$ cat src/rtl/fp_add_pipe_if.sv
// Valid/ready operand and result bundle for the pipelined float adder.
// The producer/consumer side uses master; the adder uses slave.
interface fp_add_pipe_if #(
  parameter int unsigned EXP_W = 8,
  parameter int unsigned MAN_W = 23
);
  localparam int unsigned W = 1 + EXP_W + MAN_W;

  logic         in_valid;
  logic         in_ready;
  logic [W-1:0] a;
  logic [W-1:0] b;
  logic         sub;
  logic         out_valid;
  logic         out_ready;
  logic [W-1:0] result;
  logic         nan_flag;
  logic         overflow_flag;
  logic         underflow_flag;

  modport master (
    output in_valid, a, b, sub, out_ready,
    input  in_ready, out_valid, result, nan_flag, overflow_flag, underflow_flag
  );

  modport slave (
    input  in_valid, a, b, sub, out_ready,
    output in_ready, out_valid, result, nan_flag, overflow_flag, underflow_flag
  );
endinterface

$ cat src/rtl/fp_add_pipe.sv
// 3-stage pipelined IEEE-754 adder/subtractor: unpack/swap, align/add, normalise/round/pack.
// Denormal inputs and outputs are flushed to zero; all stages hold together under backpressure.
module fp_add_pipe #(
  parameter int unsigned EXP_W = 8,
  parameter int unsigned MAN_W = 23
) (
  input logic          clk,
  input logic          rst_n,
  fp_add_pipe_if.slave bus
);
  localparam int unsigned W     = 1 + EXP_W + MAN_W;
  localparam int unsigned EXT_W = MAN_W + 4;  // hidden + fraction + guard/round/sticky
  localparam int unsigned SUM_W = EXT_W + 1;
  localparam int unsigned EW2   = EXP_W + 2;
  localparam int unsigned LZ_W  = $clog2(EXT_W + 1);
  localparam logic [W-1:0]   QNAN     = {1'b0, {EXP_W{1'b1}}, 1'b1, {(MAN_W-1){1'b0}}};
  localparam logic [EW2-1:0] EXP_ONES = EW2'((2**EXP_W) - 1);

  typedef struct packed {
    logic             valid;
    logic             sign;
    logic             eff_sub;
    logic [EXP_W-1:0] exp_x;
    logic [EXP_W-1:0] diff;
    logic             hid_x;
    logic             hid_y;
    logic [MAN_W-1:0] man_x;
    logic [MAN_W-1:0] man_y;
    logic             spec;
    logic             spec_nan;
    logic [W-1:0]     spec_val;
  } s1_t;

  typedef struct packed {
    logic             valid;
    logic             sign;
    logic [EXP_W-1:0] exp;
    logic [SUM_W-1:0] sum;
    logic             spec;
    logic             spec_nan;
    logic [W-1:0]     spec_val;
  } s2_t;

  function automatic logic [LZ_W-1:0] f_lzc(input logic [EXT_W-1:0] v);
    logic [LZ_W-1:0] n;
    logic            done;
    n    = '0;
    done = 1'b0;
    for (int i = EXT_W - 1; i >= 0; i--) begin
      if (!done) begin
        if (v[i]) done = 1'b1;
        else      n = n + LZ_W'(1);
      end
    end
    return n;
  endfunction

  s1_t r_s1, w_s1;
  s2_t r_s2, w_s2;
  logic         r_out_valid, r_nan, r_ovf, r_unf;
  logic [W-1:0] r_result;
  logic         w_stall;

  // Stage 1: classify, flush denormals, order so |X| >= |Y|.
  logic             w_sa, w_sb, w_a_nan, w_b_nan, w_a_inf, w_b_inf, w_a_zero, w_b_zero, w_swap;
  logic [EXP_W-1:0] w_ea, w_eb;
  logic [W-2:0]     w_a_mag, w_b_mag, w_x_mag, w_y_mag;

  always_comb begin
    w_ea     = bus.a[W-2:MAN_W];
    w_eb     = bus.b[W-2:MAN_W];
    w_sa     = bus.a[W-1];
    w_sb     = bus.b[W-1] ^ bus.sub;
    w_a_zero = (w_ea == '0);
    w_b_zero = (w_eb == '0);
    w_a_inf  = (&w_ea) && (bus.a[MAN_W-1:0] == '0);
    w_b_inf  = (&w_eb) && (bus.b[MAN_W-1:0] == '0);
    w_a_nan  = (&w_ea) && (bus.a[MAN_W-1:0] != '0);
    w_b_nan  = (&w_eb) && (bus.b[MAN_W-1:0] != '0);
    w_a_mag  = w_a_zero ? '0 : bus.a[W-2:0];
    w_b_mag  = w_b_zero ? '0 : bus.b[W-2:0];
    w_swap   = (w_b_mag > w_a_mag);
    w_x_mag  = w_swap ? w_b_mag : w_a_mag;
    w_y_mag  = w_swap ? w_a_mag : w_b_mag;

    w_s1          = '0;
    w_s1.valid    = bus.in_valid;
    w_s1.sign     = w_swap ? w_sb : w_sa;
    w_s1.eff_sub  = w_sa ^ w_sb;
    w_s1.exp_x    = w_x_mag[W-2:MAN_W];
    w_s1.diff     = w_x_mag[W-2:MAN_W] - w_y_mag[W-2:MAN_W];
    w_s1.hid_x    = |w_x_mag[W-2:MAN_W];
    w_s1.hid_y    = |w_y_mag[W-2:MAN_W];
    w_s1.man_x    = w_x_mag[MAN_W-1:0];
    w_s1.man_y    = w_y_mag[MAN_W-1:0];
    w_s1.spec_nan = w_a_nan | w_b_nan | (w_a_inf & w_b_inf & (w_sa != w_sb));
    w_s1.spec     = w_s1.spec_nan | w_a_inf | w_b_inf | (w_a_zero & w_b_zero);
    if (w_s1.spec_nan)  w_s1.spec_val = QNAN;
    else if (w_a_inf)   w_s1.spec_val = {w_sa, {EXP_W{1'b1}}, {MAN_W{1'b0}}};
    else if (w_b_inf)   w_s1.spec_val = {w_sb, {EXP_W{1'b1}}, {MAN_W{1'b0}}};
    else                w_s1.spec_val = {w_sa & w_sb, {(W-1){1'b0}}};
  end

  // Stage 2: align Y with sticky collection, then add or subtract magnitudes.
  logic [EXT_W-1:0]   w_x_ext, w_y_ext, w_y_sh;
  logic [2*EXT_W-1:0] w_y_wide;

  always_comb begin
    w_x_ext  = {r_s1.hid_x, r_s1.man_x, 3'b000};
    w_y_ext  = {r_s1.hid_y, r_s1.man_y, 3'b000};
    w_y_wide = {w_y_ext, {EXT_W{1'b0}}} >> r_s1.diff;
    if (r_s1.diff >= EXP_W'(EXT_W - 1)) begin
      w_y_sh = {{(EXT_W-1){1'b0}}, |w_y_ext};
    end else begin
      w_y_sh = w_y_wide[2*EXT_W-1:EXT_W] | {{(EXT_W-1){1'b0}}, |w_y_wide[EXT_W-1:0]};
    end
    w_s2          = '0;
    w_s2.valid    = r_s1.valid;
    w_s2.sign     = r_s1.sign;
    w_s2.exp      = r_s1.exp_x;
    w_s2.sum      = r_s1.eff_sub ? ({1'b0, w_x_ext} - {1'b0, w_y_sh})
                                 : ({1'b0, w_x_ext} + {1'b0, w_y_sh});
    w_s2.spec     = r_s1.spec;
    w_s2.spec_nan = r_s1.spec_nan;
    w_s2.spec_val = r_s1.spec_val;
  end

  // Stage 3: normalise, round to nearest even, range check, pack.
  logic [LZ_W-1:0]  w_lz;
  logic [EXT_W-1:0] w_norm;
  logic [EW2-1:0]   w_exp_n, w_exp_f;
  logic [MAN_W+1:0] w_mant_r;
  logic [MAN_W-1:0] w_frac;
  logic             w_rnd, w_exp_low, w_exp_high;
  logic [W-1:0]     w_res;
  logic             w_nan, w_ovf, w_unf;

  always_comb begin
    w_lz = f_lzc(r_s2.sum[EXT_W-1:0]);
    if (r_s2.sum[SUM_W-1]) begin
      w_norm  = r_s2.sum[SUM_W-1:1] | {{(EXT_W-1){1'b0}}, r_s2.sum[0]};
      w_exp_n = {2'b00, r_s2.exp} + EW2'(1);
    end else begin
      w_norm  = r_s2.sum[EXT_W-1:0] << w_lz;
      w_exp_n = {2'b00, r_s2.exp} - EW2'(w_lz);
    end
    w_rnd      = w_norm[2] & (w_norm[1] | w_norm[0] | w_norm[3]);
    w_mant_r   = {1'b0, w_norm[EXT_W-1:3]} + (MAN_W+2)'(w_rnd);
    w_frac     = w_mant_r[MAN_W+1] ? w_mant_r[MAN_W:1] : w_mant_r[MAN_W-1:0];
    w_exp_f    = w_exp_n + EW2'(w_mant_r[MAN_W+1]);
    // Exponent arithmetic wraps negative into the top bit.
    w_exp_low  = w_exp_f[EW2-1] || (w_exp_f == '0);
    w_exp_high = !w_exp_f[EW2-1] && (w_exp_f >= EXP_ONES);

    w_res = {r_s2.sign, w_exp_f[EXP_W-1:0], w_frac};
    w_nan = 1'b0;
    w_ovf = 1'b0;
    w_unf = 1'b0;
    if (r_s2.spec) begin
      w_res = r_s2.spec_val;
      w_nan = r_s2.spec_nan;
    end else if (r_s2.sum == '0) begin
      w_res = '0;
    end else if (w_exp_high) begin
      w_res = {r_s2.sign, {EXP_W{1'b1}}, {MAN_W{1'b0}}};
      w_ovf = 1'b1;
    end else if (w_exp_low) begin
      w_res = {r_s2.sign, {(W-1){1'b0}}};
      w_unf = 1'b1;
    end
  end

  assign w_stall      = r_out_valid & ~bus.out_ready;
  assign bus.in_ready = ~w_stall;

  always_ff @(posedge clk or negedge rst_n) begin
    if (!rst_n) begin
      r_s1        <= '0;
      r_s2        <= '0;
      r_out_valid <= 1'b0;
      r_result    <= '0;
      r_nan       <= 1'b0;
      r_ovf       <= 1'b0;
      r_unf       <= 1'b0;
    end else if (!w_stall) begin
      r_s1        <= w_s1;
      r_s2        <= w_s2;
      r_out_valid <= r_s2.valid;
      r_result    <= w_res;
      r_nan       <= w_nan;
      r_ovf       <= w_ovf;
      r_unf       <= w_unf;
    end
  end

  assign bus.out_valid      = r_out_valid;
  assign bus.result         = r_result;
  assign bus.nan_flag       = r_nan;
  assign bus.overflow_flag  = r_ovf;
  assign bus.underflow_flag = r_unf;
endmodule

$ cat src/flat_wrapper.sv
// flat-port wrapper written by rule: the top's interface ports become plain ports
module fp_add_pipe_flat 
#(
  parameter int unsigned EXP_W = 8,
  parameter int unsigned MAN_W = 23
)
  (clk, rst_n, bus_in_valid, bus_a, bus_b, bus_sub, bus_out_ready, bus_in_ready, bus_out_valid, bus_result, bus_nan_flag, bus_overflow_flag, bus_underflow_flag);
  fp_add_pipe_if #(.EXP_W(EXP_W), .MAN_W(MAN_W)) bus_i ();
  input logic clk;
  input logic rst_n;
  input wire logic [$bits(bus_i.in_valid)-1:0] bus_in_valid;
  input wire logic [$bits(bus_i.a)-1:0] bus_a;
  input wire logic [$bits(bus_i.b)-1:0] bus_b;
  input wire logic [$bits(bus_i.sub)-1:0] bus_sub;
  input wire logic [$bits(bus_i.out_ready)-1:0] bus_out_ready;
  output wire logic [$bits(bus_i.in_ready)-1:0] bus_in_ready;
  output wire logic [$bits(bus_i.out_valid)-1:0] bus_out_valid;
  output wire logic [$bits(bus_i.result)-1:0] bus_result;
  output wire logic [$bits(bus_i.nan_flag)-1:0] bus_nan_flag;
  output wire logic [$bits(bus_i.overflow_flag)-1:0] bus_overflow_flag;
  output wire logic [$bits(bus_i.underflow_flag)-1:0] bus_underflow_flag;
  assign bus_i.in_valid = bus_in_valid;
  assign bus_i.a = bus_a;
  assign bus_i.b = bus_b;
  assign bus_i.sub = bus_sub;
  assign bus_i.out_ready = bus_out_ready;
  assign bus_in_ready = bus_i.in_ready;
  assign bus_out_valid = bus_i.out_valid;
  assign bus_result = bus_i.result;
  assign bus_nan_flag = bus_i.nan_flag;
  assign bus_overflow_flag = bus_i.overflow_flag;
  assign bus_underflow_flag = bus_i.underflow_flag;
  fp_add_pipe #(.EXP_W(EXP_W), .MAN_W(MAN_W)) u_core (.clk(clk), .rst_n(rst_n), .bus(bus_i));
endmodule
$ cat config.mk
export PLATFORM = sky130hd
export DESIGN_NAME = fp_add_pipe_flat
export DESIGN_NICKNAME = d
export VERILOG_FILES = /design/src/rtl/fp_add_pipe_if.sv /design/src/rtl/fp_add_pipe.sv /design/src/flat_wrapper.sv
export SDC_FILE = /design/constraint.sdc
export NUM_CORES = 1
export LEC_CHECK = 0
export BUFFER_PORTS_ARGS = -buffer_cell sky130_fd_sc_hd__clkbuf_2
export CORE_MARGIN = 1.5
export CORE_UTILIZATION = 40
export CTS_CLUSTER_SIZE = 8
export DETAILED_ROUTE_END_ITERATION = 10
export PLACE_DENSITY = 0.59
export SLEW_MARGIN = 20
export SYNTH_ARGS = -nofsm -noshare
export SYNTH_HDL_FRONTEND = slang
export SYNTH_SLANG_ARGS = --single-unit
$ cat constraint.sdc
create_clock -name clk -period 37.9 [get_ports clk]
set_input_delay 3.79 -clock clk [delete_from_list [all_inputs] [get_ports clk]]
set_output_delay 3.79 -clock clk [all_outputs]
set_load 0.03 [all_outputs]
==> run_results.csv, run 1 <==
group,metric,value,unit
status,status,"finished, final reports clean",
routing,finalWirelength,58690,µm
worst_setup_path,startpoint_type,"flip-flop",
grt,antenna_found_initial,0,
synthesis,ys_seq_elements,149,
timing,fmax,50.74,MHz
run,max_cap_violations,0,
grt,grt_pass1_vias,17210,
cells_and_area,syn_to_final_growth,7.868,%
die,core-area,45380,µm²
routing,num_vias,18070,
worst_setup_path,crit_type,"flip-flop to flip-flop",
clocking,cts_setup_buffers,0,
clocking,htreeDepth,4,
worst_setup_path,reg2reg_to,"u_core.bus.result[10]",
synthesis,synth_top_area_share,20.30,%
placed_design,dp_slack,18.46,ns
worst_setup_path,cp_data_arrival_time,20.11,ns
cells_and_area,nFillCells,4716,
routing,drc,0,
placed_design,port-buffer-count,105,
worst_setup_path,crit_top_cell,"ha_1",
worst_setup_path,path_max_fanout,19,
cells_and_area,insertedDiodeCount,0,
die,die_y,217.3,µm
grt,grt_pass1_wl,93920,µm
die,die-area,47210,µm²
synthesis,synth.distinct_cells,105,
synthesis,synth_fp_nets,2669,
clocking,root_buffer,"clkbuf_16",
timing,setup_tns,0,ns
routing,first_pass_iters,6,
worst_setup_path,cp_slowest_cell,"a211oi_1",
synthesis,synth_edf_count,0,
worst_setup_path,crit_path_max_incr_delay,0.59,ns
routing,viasPerCell,5.852,
placed_design,gp_congestion,0.9208,
synthesis,seq_area_frac_synth,20.30,%
synthesis,synth.area.top_cells,"dfrtp_1 (20%), ha_1 (7.8%), nand2_1 (7.7%)",
synthesis,synth_ff_type,"dfrtp_1",
timing,hold_viol_final,0,
timing,rsz0062_at_grt,"false",
synthesis,synth_top_cell_by_area,"dfrtp_1",
die,start_util,40.47,%
grt,track_usage,24.90,%
clocking,cts_inserted_buffers,17,
synthesis,avgSynthCellArea,7.397,µm²
clocking,clk_pin_slew,0.07,ns
timing,setup_ws,18.19,ns
worst_setup_path,setup.worst_path.start,"u_core.r_s2[59]",
placed_design,dp_hpwl,45280,µm
timing,finClkSkew,0.01147,ns
timing,min_period,19.71,ns
power,powerDensity,71.06,nW/µm²
timing,maxSlewViolCount,0,
power,p_leak,0.008653,µW
grt,overflow,0,
cells_and_area,postLayoutCoreUtil,43.66,%
routing,detail-route-antenna-nets,0,
clocking,cts_resized,0,
die,die_x,217.3,µm
timing,worst_pin_slew,0.9594,ns
clocking,cts_tree,"yes",
power,ir_drop,29.76,µV
cells_and_area,final_layout_size_suffix_gt1_share,10.25,%
synthesis,yosys_warnings,0,
timing,fin_crit_sh,52.00,%
worst_setup_path,reg2reg_slack,18.19,ns
power,power,1408,µW
clocking,cts.sinks,149,
routing,initialDrtViolationCount,1294,
clocking,clockBufferDepth,2,
timing,slew_headroom,35.82,%
timing,hold_ws,0.4625,ns
routing,detail_route.wl_per_cell,19.00,µm
worst_setup_path,rr_worst_depth,88,
clocking,ctsHoldBuffers,0,
synthesis,async_flop_share,100.0,%
synthesis,synth.cell_area,18370,µm²
worst_setup_path,end_kind,"flip-flop",
worst_setup_path,critPathCapture,"u_core.bus.result[10]",
cells_and_area,nNetsFinal,2662,
synthesis,synth_cells,2483,
grt,grt_max_degree,173,
die,pin_count,106,
worst_setup_path,worstReg2RegStart,"u_core.r_s2[59]",
worst_setup_path,critPathRequiredTime,38.30,ns
timing,finalSetupViolCount,0,
min_path,hold_class,"flip-flop to flip-flop",
clocking,clkLatencyLatePin,0.46,ns
die,row_count,78,
[logic make-up after synthesis]
kind of cell               share of synthesized area, %
muxes                                             8.610
and+or+nand+nor                                   27.36
xor gates and xnor gates                          7.193
adders and majority gates                         8.324
AOI/OAI and AO/OA                                 22.51
DFF                                               20.30
buffers and inverters                             5.695
[final cells by class]
cell class / instances / area [µm²] / share of cell area (%)
well taps: 600 / 750.7 / 3.789
clock inverters: 11 / 141.4 / 0.7136
inverters: 112 / 421.7 / 2.128
repair buffers: 126 / 701.9 / 3.543
multi-input cells: 2070 / 13620 / 68.75
clock buffers: 20 / 446.7 / 2.254
flip-flops and latches: 149 / 3730 / 18.83
[state kept, by name, summed over array words and instances, names as in the netlist]
register / flops
u_core.bus.overflow_flag: 1
u_core.r_s1: 71
u_core.bus.result: 32
u_core.bus.underflow_flag: 1
u_core.bus.nan_flag: 1
u_core.bus.out_valid: 1
u_core.r_s2: 42
[how the worst min path moves through the flow]
stage                                from  cells past startpoint                    to
after floorplan           u_core.r_s2[71]                      2       u_core.r_s2[71]
after global placement    u_core.r_s2[71]                      2       u_core.r_s2[71]
after detailed placement  u_core.r_s2[71]                      1  u_core.bus.out_valid
after CTS                 u_core.r_s2[71]                      1  u_core.bus.out_valid
after global routing      u_core.r_s2[71]                      1  u_core.bus.out_valid
final                     u_core.r_s2[71]                      2       u_core.r_s2[71]
[routing by layer]
metal,vias up,GRT usage [%],wire (µm)
met2,444,41.78,27910
met3,81,2.600,1964
met4,0,9.699,1818
li1,8925,-,-
met5,-,0,0
met1,8622,32.82,26990
[metrics by stage]
step / cell area, µm² / std cells
after floorplan: 18370 / 2483
after global placement: 19220 / 3057
after detailed placement: 19220 / 3057
after CTS: 19810 / 3088
after global routing: 19810 / 3088
final: 19810 / 3088
[layout by cell type, fill, tap and decap left out, drive strengths merged, types with 61 or more instances in the layout]
| master | instances |
|---|---|
| nand2 | 376 |
| inv | 115 |
| xnor2 | 80 |
| clkbuf | 124 |
| a21oi | 179 |
| nand3 | 64 |
| o21ai | 187 |
| mux2i | 86 |
| nor3 | 61 |
| nor2 | 223 |
| ha | 115 |
| dfrtp | 149 |
[report_power, final]
part | internal (µW) | leakage [µW] | switching [µW] | total [µW]
sequential | 217 | 0.00181 | 114 | 331
combinational | 343 | 0.00656 | 559 | 902
clock | 100 | 0.000282 | 74.6 | 175
total | 661 | 0.00865 | 747 | 1410
[cells in the mapped netlist, drive strengths merged (13+ instances only)]
library cell	number
o21a	13
a21o	23
nor3	61
o22ai	20
or3	21
a21oi	179
nand3	64
nor2b	51
nand2b	38
o31ai	19
a211oi	18
mux4	21
o21ai	187
a221oi	15
mux2i	86
dfrtp	149
xnor2	80
xor2	43
ha	115
mux2	22
inv	108
nand2	376
and3	20
nand4	35
clkbuf	109
a31oi	45
nor2	223
nor4	41
o211ai	21
buf	43
and2	46
o21bai	20
[critical path: cells and delay by family, from the launching register on]
family	cells	cell delay [ns]
compound gates	32	7.18
simple gates	26	5.00
fa+ha+maj	16	4.49
mux	7	1.14
buf+inv	4	0.81
flops	1	0.51
xor+xnor	3	0.48
No activity file was read; power rests on OpenSTA's default activity.
==> inputs of run 2 (changes only) <==
--- a/config.mk
+++ b/config.mk
@@ -5,12 +5,13 @@
 export SDC_FILE = /design/constraint.sdc
 export NUM_CORES = 1
 export LEC_CHECK = 0
+export ABC_AREA = 1
 export BUFFER_PORTS_ARGS = -buffer_cell sky130_fd_sc_hd__clkbuf_2
 export CORE_MARGIN = 1.5
 export CORE_UTILIZATION = 40
 export CTS_CLUSTER_SIZE = 8
 export DETAILED_ROUTE_END_ITERATION = 10
-export PLACE_DENSITY = 0.59
+export PLACE_DENSITY = 0.61
 export SLEW_MARGIN = 20
 export SYNTH_ARGS = -nofsm -noshare
 export SYNTH_HDL_FRONTEND = slang
==> constraint.sdc (replaced) <==
create_clock -name clk -period 17.35 [get_ports clk]
set_input_delay 1.735 -clock clk [delete_from_list [all_inputs] [get_ports clk]]
set_output_delay 1.735 -clock clk [all_outputs]
set_load 0.03 [all_outputs]
==> run_results.csv, run 2 <==
group,metric,value,unit
status,status,"finished, final reports clean",
die,die_y,212.1,µm
worst_setup_path,crit_path_max_incr_delay,0.45,ns
cells_and_area,final_cells,3515,
power,power,3233,µW
synthesis,yosys_warnings,0,
synthesis,synth.area.top_cells,"dfrtp_1 (21%), nand2_1 (18%), o21ai_0 (8.8%)",
cells_and_area,largest_register_ffs,71,
cells_and_area,nNetsFinal,3103,
clocking,cts_resized,0,
timing,min_period,15.30,ns
routing,detail_route.wl_per_cell,15.88,µm
die,row_count,76,
timing,fin_crit_sh,88.16,%
worst_setup_path,worstReg2RegStart,"u_core.r_s2[59]",
cells_and_area,syn_to_final_growth,8.420,%
cells_and_area,insertedDiodeCount,0,
min_path,min_from,"u_core.r_s1[30]",
clocking,cts_setup_buffers,0,
power,p_leak,0.009694,µW
synthesis,avgSynthCellArea,6.044,µm²
die,start_util,40.60,%
worst_setup_path,cp_slowest_cell,"nand2_2",
worst_setup_path,setup.worst_path.start,"u_core.r_s2[59]",
routing,finalWirelength,55810,µm
synthesis,seq_area_frac_synth,21.32,%
timing,hold_viol_final,0,
grt,overflow,0,
die,core-area,43080,µm²
cells_and_area,top_register,"u_core.r_s1",
worst_setup_path,startpoint_type,"flip-flop",
synthesis,async_flop_share,100.0,%
run,max_cap_violations,0,
grt,track_usage,25.31,%
clocking,clk_pin_slew,0.08,ns
routing,viasPerCell,5.276,
routing,drc,0,
synthesis,synth_top_cell_by_area,"dfrtp_1",
placed_design,dp_hpwl,45030,µm
worst_setup_path,cp_data_arrival_time,15.63,ns
timing,rsz0062_at_grt,"false",
synthesis,synth.cell_area,17490,µm²
synthesis,synth_cells,2894,
power,powerDensity,170.5,nW/µm²
placed_design,dp_slack,2.244,ns
clocking,cts_inserted_buffers,17,
routing,first_pass_iters,7,
grt,grt_pass1_wl,91190,µm
synthesis,synth_top_area_share,21.32,%
min_path,hold_class,"flip-flop to flip-flop",
timing,slew_headroom,35.63,%
placed_design,dpl.cell_count,3483,
clocking,root_buffer,"clkbuf_16",
die,die-area,44990,µm²
worst_setup_path,path_max_fanout,31,
synthesis,ys_seq_elements,149,
synthesis,synth_edf_count,0,
grt,grt.met3_usage,2.186,%
cells_and_area,mostFrequentLayoutCells,"nand2_1 (820), inv_1 (355), o21ai_0 (308)",
routing,detail-route-antenna-nets,0,
synthesis,synth_fp_nets,3080,
clocking,clockBufferDepth,2,
worst_setup_path,critPathRequiredTime,17.68,ns
clocking,cts.sinks,149,
power,ir_drop,84.77,µV
clocking,clkLatencyLatePin,0.46,ns
grt,grt_max_degree,172,
clocking,cts_tree,"yes",
timing,finClkSkew,0.01755,ns
grt,antenna_found_initial,0,
die,die_x,212.1,µm
cells_and_area,final_layout_size_suffix_gt1_share,10.38,%
die,pin_count,106,
timing,fmax,65.38,MHz
timing,maxSlewViolCount,0,
worst_setup_path,crit_type,"flip-flop to flip-flop",
grt,grt_pass1_vias,17680,
timing,finalSetupViolCount,0,
worst_setup_path,crit_top_cell,"nand2_1",
grt,met1_usage,34.39,%
synthesis,yosysMostFrequentCell,"nand2_1",
routing,num_vias,18540,
timing,setup_ws,2.055,ns
worst_setup_path,end_kind,"flip-flop",
placed_design,port-buffer-count,105,
cells_and_area,nFillCells,4636,
clocking,ctsHoldBuffers,0,
timing,setup_tns,0,ns
synthesis,ys_top_cells_by_count,"nand2_1 (821), inv_1 (355), o21ai_0 (308), nor2_1 (239), nand3_1 (205)",
synthesis,synth_ff_type,"dfrtp_1",
routing,initialDrtViolationCount,1120,
grt,use_met2,42.41,%
grt,top_usage_layer,"met2",
cells_and_area,mostFrequentLayoutCell,"nand2_1",
placed_design,gp_congestion,0.9557,
clocking,htreeDepth,4,
timing,worst_pin_slew,0.9645,ns
timing,hold_ws,0.4790,ns
synthesis,synth.distinct_cells,65,
## run 2: cells by family after synthesis
group	Yosys count	synth area share, %
multiplexers	7	0.4006
buffers and inverters	512	11.55
adder cells (fa/ha/maj)	117	8.456
AND/OR/NAND/NOR	1486	37.72
XOR/XNOR	59	2.954
flip-flops	149	21.32
AO/OA/AOI/OAI	564	17.60
## run 2: routing by layer
metal	part of all wire (%)	vias to the layer above	wire length, µm
met1	48	8544	26650
li1	-	9495	-
met2	46	440	25890
met4	2.2	0	1247
met5	0	-	0
met3	3.6	65	2018
## run 2: worst max-delay path, delay by kind of cell, from the launching register on
family	cells	cell delay, ns
and+or+nand+nor	60	6.74
DFF	1	0.42
xor gates and xnor gates	2	0.33
buffers and inverters	13	1.04
AOI/OAI and AO/OA	17	2.46
adders and majority gates	16	4.16
## run 2: worst paths after layout
path | to | slack (ns) | depth (start not counted)
max | u_core.bus.result[5] | 2.05 | 108
min | u_core.r_s2[30] | 0.48 | 2
max reg2reg | u_core.bus.result[5] | 2.05 | 108
min reg2reg | u_core.r_s2[30] | 0.48 | 2
max in group asynchronous | u_core.r_s1[61] | 14.56 | 2
min in group asynchronous | u_core.bus.result[2] | 1.32 | 1
## run 2: power breakdown
part           switching [µW]  internal (µW)
clock                     169            220
combinational            1540            668
sequential                154            481
total                    1860           1370
## run 2: layout make-up
class / instances / area [µm²] / area share (%)
multi-input combinational: 2233 / 11750 / 61.97
sequential: 149 / 3729 / 19.66
inverter: 396 / 1491 / 7.865
tap: 585 / 732.0 / 3.860
timing repair buffer: 120 / 656.9 / 3.464
clock buffer: 18 / 439.2 / 2.316
clock inverter: 14 / 163.9 / 0.8643
## run 2: metrics by stage
| stage | cell area [µm²] | util (%) |
|---|---|---|
| 4_1_cts | 18960 | 44.02 |
| 2_1_floorplan | 17490 | - |
| 3_3_place_gp | 18360 | 42.62 |
| 5_1_grt | 18960 | 44.02 |
| 6_report | 18960 | 44.02 |
| 3_5_place_dp | 18360 | 42.62 |
==> inputs of run 3 (changes only) <==
--- a/config.mk
+++ b/config.mk
@@ -7,11 +7,10 @@
 export LEC_CHECK = 0
 export ABC_AREA = 1
 export BUFFER_PORTS_ARGS = -buffer_cell sky130_fd_sc_hd__clkbuf_2
-export CORE_MARGIN = 1.5
 export CORE_UTILIZATION = 40
 export CTS_CLUSTER_SIZE = 8
 export DETAILED_ROUTE_END_ITERATION = 10
-export PLACE_DENSITY = 0.61
+export PLACE_DENSITY = 0.64
 export SLEW_MARGIN = 20
 export SYNTH_ARGS = -nofsm -noshare
 export SYNTH_HDL_FRONTEND = slang
==> run_results.csv, run 3 (same netlist as run 2, synthesis figures left out) <==
group,metric,value,unit
status,status,"finished, final reports clean",
worst_setup_path,startpoint_type,"flip-flop",
clocking,root_buffer,"clkbuf_16",
clocking,clk_pin_slew,0.08,ns
cells_and_area,syn_to_final_growth,8.355,%
routing,drc,0,
cells_and_area,insertedDiodeCount,0,
worst_setup_path,crit_path_max_incr_delay,0.66,ns
worst_setup_path,path_max_fanout,32,
min_path,min_from,"u_core.r_s1[22]",
worst_setup_path,cp_data_arrival_time,15.76,ns
die,row_count,76,
clocking,clockBufferDepth,2,
cells_and_area,nNetsFinal,3102,
routing,num_vias,18680,
worst_setup_path,crit_top_cell,"nand2_1",
worst_setup_path,crit_type,"flip-flop to flip-flop",
min_path,hold_class,"flip-flop to flip-flop",
power,clkPwrFrac,12.0,%
placed_design,port-buffer-count,105,
cells_and_area,postLayoutCoreUtil,44.00,%
routing,viasPerCell,5.315,
die,core-area,43080,µm²
timing,fin_crit_sh,88.77,%
cells_and_area,final_layout_size_suffix_gt1_share,10.34,%
die,die_y,211.1,µm
die,die-area,44570,µm²
worst_setup_path,cp_slowest_cell,"nand2_2",
clocking,ctsHoldBuffers,0,
clocking,cts_inserted_buffers,17,
grt,overflow,0,
routing,finalWirelength,55610,µm
worst_setup_path,worstReg2RegStart,"u_core.r_s2[59]",
placed_design,dpl.cell_count,3482,
cells_and_area,mostFrequentLayoutCells,"nand2_1 (820), inv_1 (355), o21ai_0 (308)",
clocking,clkLatencyLatePin,0.45,ns
grt,grt_pass1_wl,90380,µm
cells_and_area,mostFrequentLayoutCell,"nand2_1",
power,internal_power,1346,µW
timing,rsz0062_at_grt,"false",
placed_design,dp_slack,2.223,ns
clocking,cts_tree,"yes",
power,powerDensity,169.9,nW/µm²
die,die_x,211.1,µm
worst_setup_path,end_kind,"flip-flop",
placed_design,dp_hpwl,44590,µm
die,pin_count,106,
timing,fmax,64.93,MHz
routing,detail_route.wl_per_cell,15.83,µm
clocking,cts.sinks,149,
grt,antenna_found_initial,1,
timing,maxSlewViolCount,0,
die,start_util,40.60,%
power,p_sw,1875,µW
timing,hold_viol_final,0,
clocking,cts_resized,0,
timing,finClkSkew,0.01622,ns
run,max_cap_violations,0,
timing,setup_tns,0,ns
timing,slew_headroom,34.87,%
timing,finalSetupViolCount,0,
clocking,htreeDepth,4,
worst_setup_path,rr_worst_depth,105,
worst_setup_path,crit_buf_inv,12,
clocking,cts_setup_buffers,0,
min_path,holdPathEnd,"u_core.r_s2[22]",
power,power,3220,µW
grt,grt_max_degree,93,
cells_and_area,final_cells,3514,
power,ir_drop,76.11,µV
worst_setup_path,reg2reg_to,"u_core.bus.result[3]",
worst_setup_path,critPathRequiredTime,17.71,ns
power,p_leak,0.009689,µW
worst_setup_path,path_delay_family,"simple AND/OR/NAND/NOR gates",
power,p_seq_share,19.9,%
grt,track_usage,25.17,%
grt,grt_pass1_vias,17570,
cells_and_area,top_register,"u_core.r_s1",
timing,setup_ws,1.949,ns
power,switching_share,58.21,%
placed_design,gp_congestion,0.9400,
timing,worst_pin_slew,0.9759,ns
timing,min_period,15.40,ns
min_path,hold_path_depth,2,
power,p_comb_share,68.2,%
worst_setup_path,worst-path-stages,105,
cells_and_area,largest_register_ffs,71,
routing,detail-route-antenna-nets,0,
worst_setup_path,setup.worst_path.start,"u_core.r_s2[59]",
worst_setup_path,reg2reg_slack,1.95,ns
routing,initialDrtViolationCount,1522,
routing,first_pass_iters,6,
## run 3: cell type report
type / count / area [µm²]
timing repair buffer: 119 / 636.9
fill: 4603 / 24120
clock inverter: 14 / 172.7
tap: 585 / 732.0
multi-input combinational: 2233 / 11750
sequential: 149 / 3729
inverter: 396 / 1491
clock buffer: 18 / 439.2
## run 3: metrics by stage
step,hold slack (ns),area [µm²]
finish,0.4763,18950
global route,0.4976,18950
CTS,0.4777,18950
detailed placement,0.4580,18340
global placement,0.4559,18340
floorplan,0.4400,17490
## run 3: routing by layer
metal	wire [µm]	part of all wire, %	up-vias	GRT usage [%]
li1	-	-	9478	-
met1	26510	48	8664	34.42
met2	25430	46	450	41.46
met3	2171	3.9	82	2.275
met4	1486	2.7	2	8.446
met5	8	0.014	-	0
## run 3: worst max-delay path by stage
stage / end / slack, ns
after floorplan: u_core.bus.result[16] / 4.49
after global placement: u_core.bus.result[3] / 2.94
after detailed placement: u_core.bus.result[3] / 2.22
after CTS: u_core.bus.result[3] / 2.15
after global routing: u_core.bus.result[3] / 0.29
final: u_core.bus.result[3] / 1.95
## run 3: power by group through the flow
stage | clock [µW] | combinational (µW) | sequential [µW]
after detailed placement | 0 | 2170 | 641
after global placement | 0 | 2150 | 638
after CTS | 393 | 2180 | 637
final | 385 | 2200 | 639
after floorplan | 0 | 1580 | 641
after global routing | 405 | 2480 | 654
## run 3: worst register-to-register path: cells and delay by family (launching register included)
family | cells | cell delay (ns)
AOI/OAI and AO/OA | 18 | 2.61
xor gates and xnor gates | 2 | 0.34
adders and majority gates | 16 | 3.98
buffers and inverters | 12 | 1.15
DFF | 1 | 0.41
and+or+nand+nor | 57 | 6.77
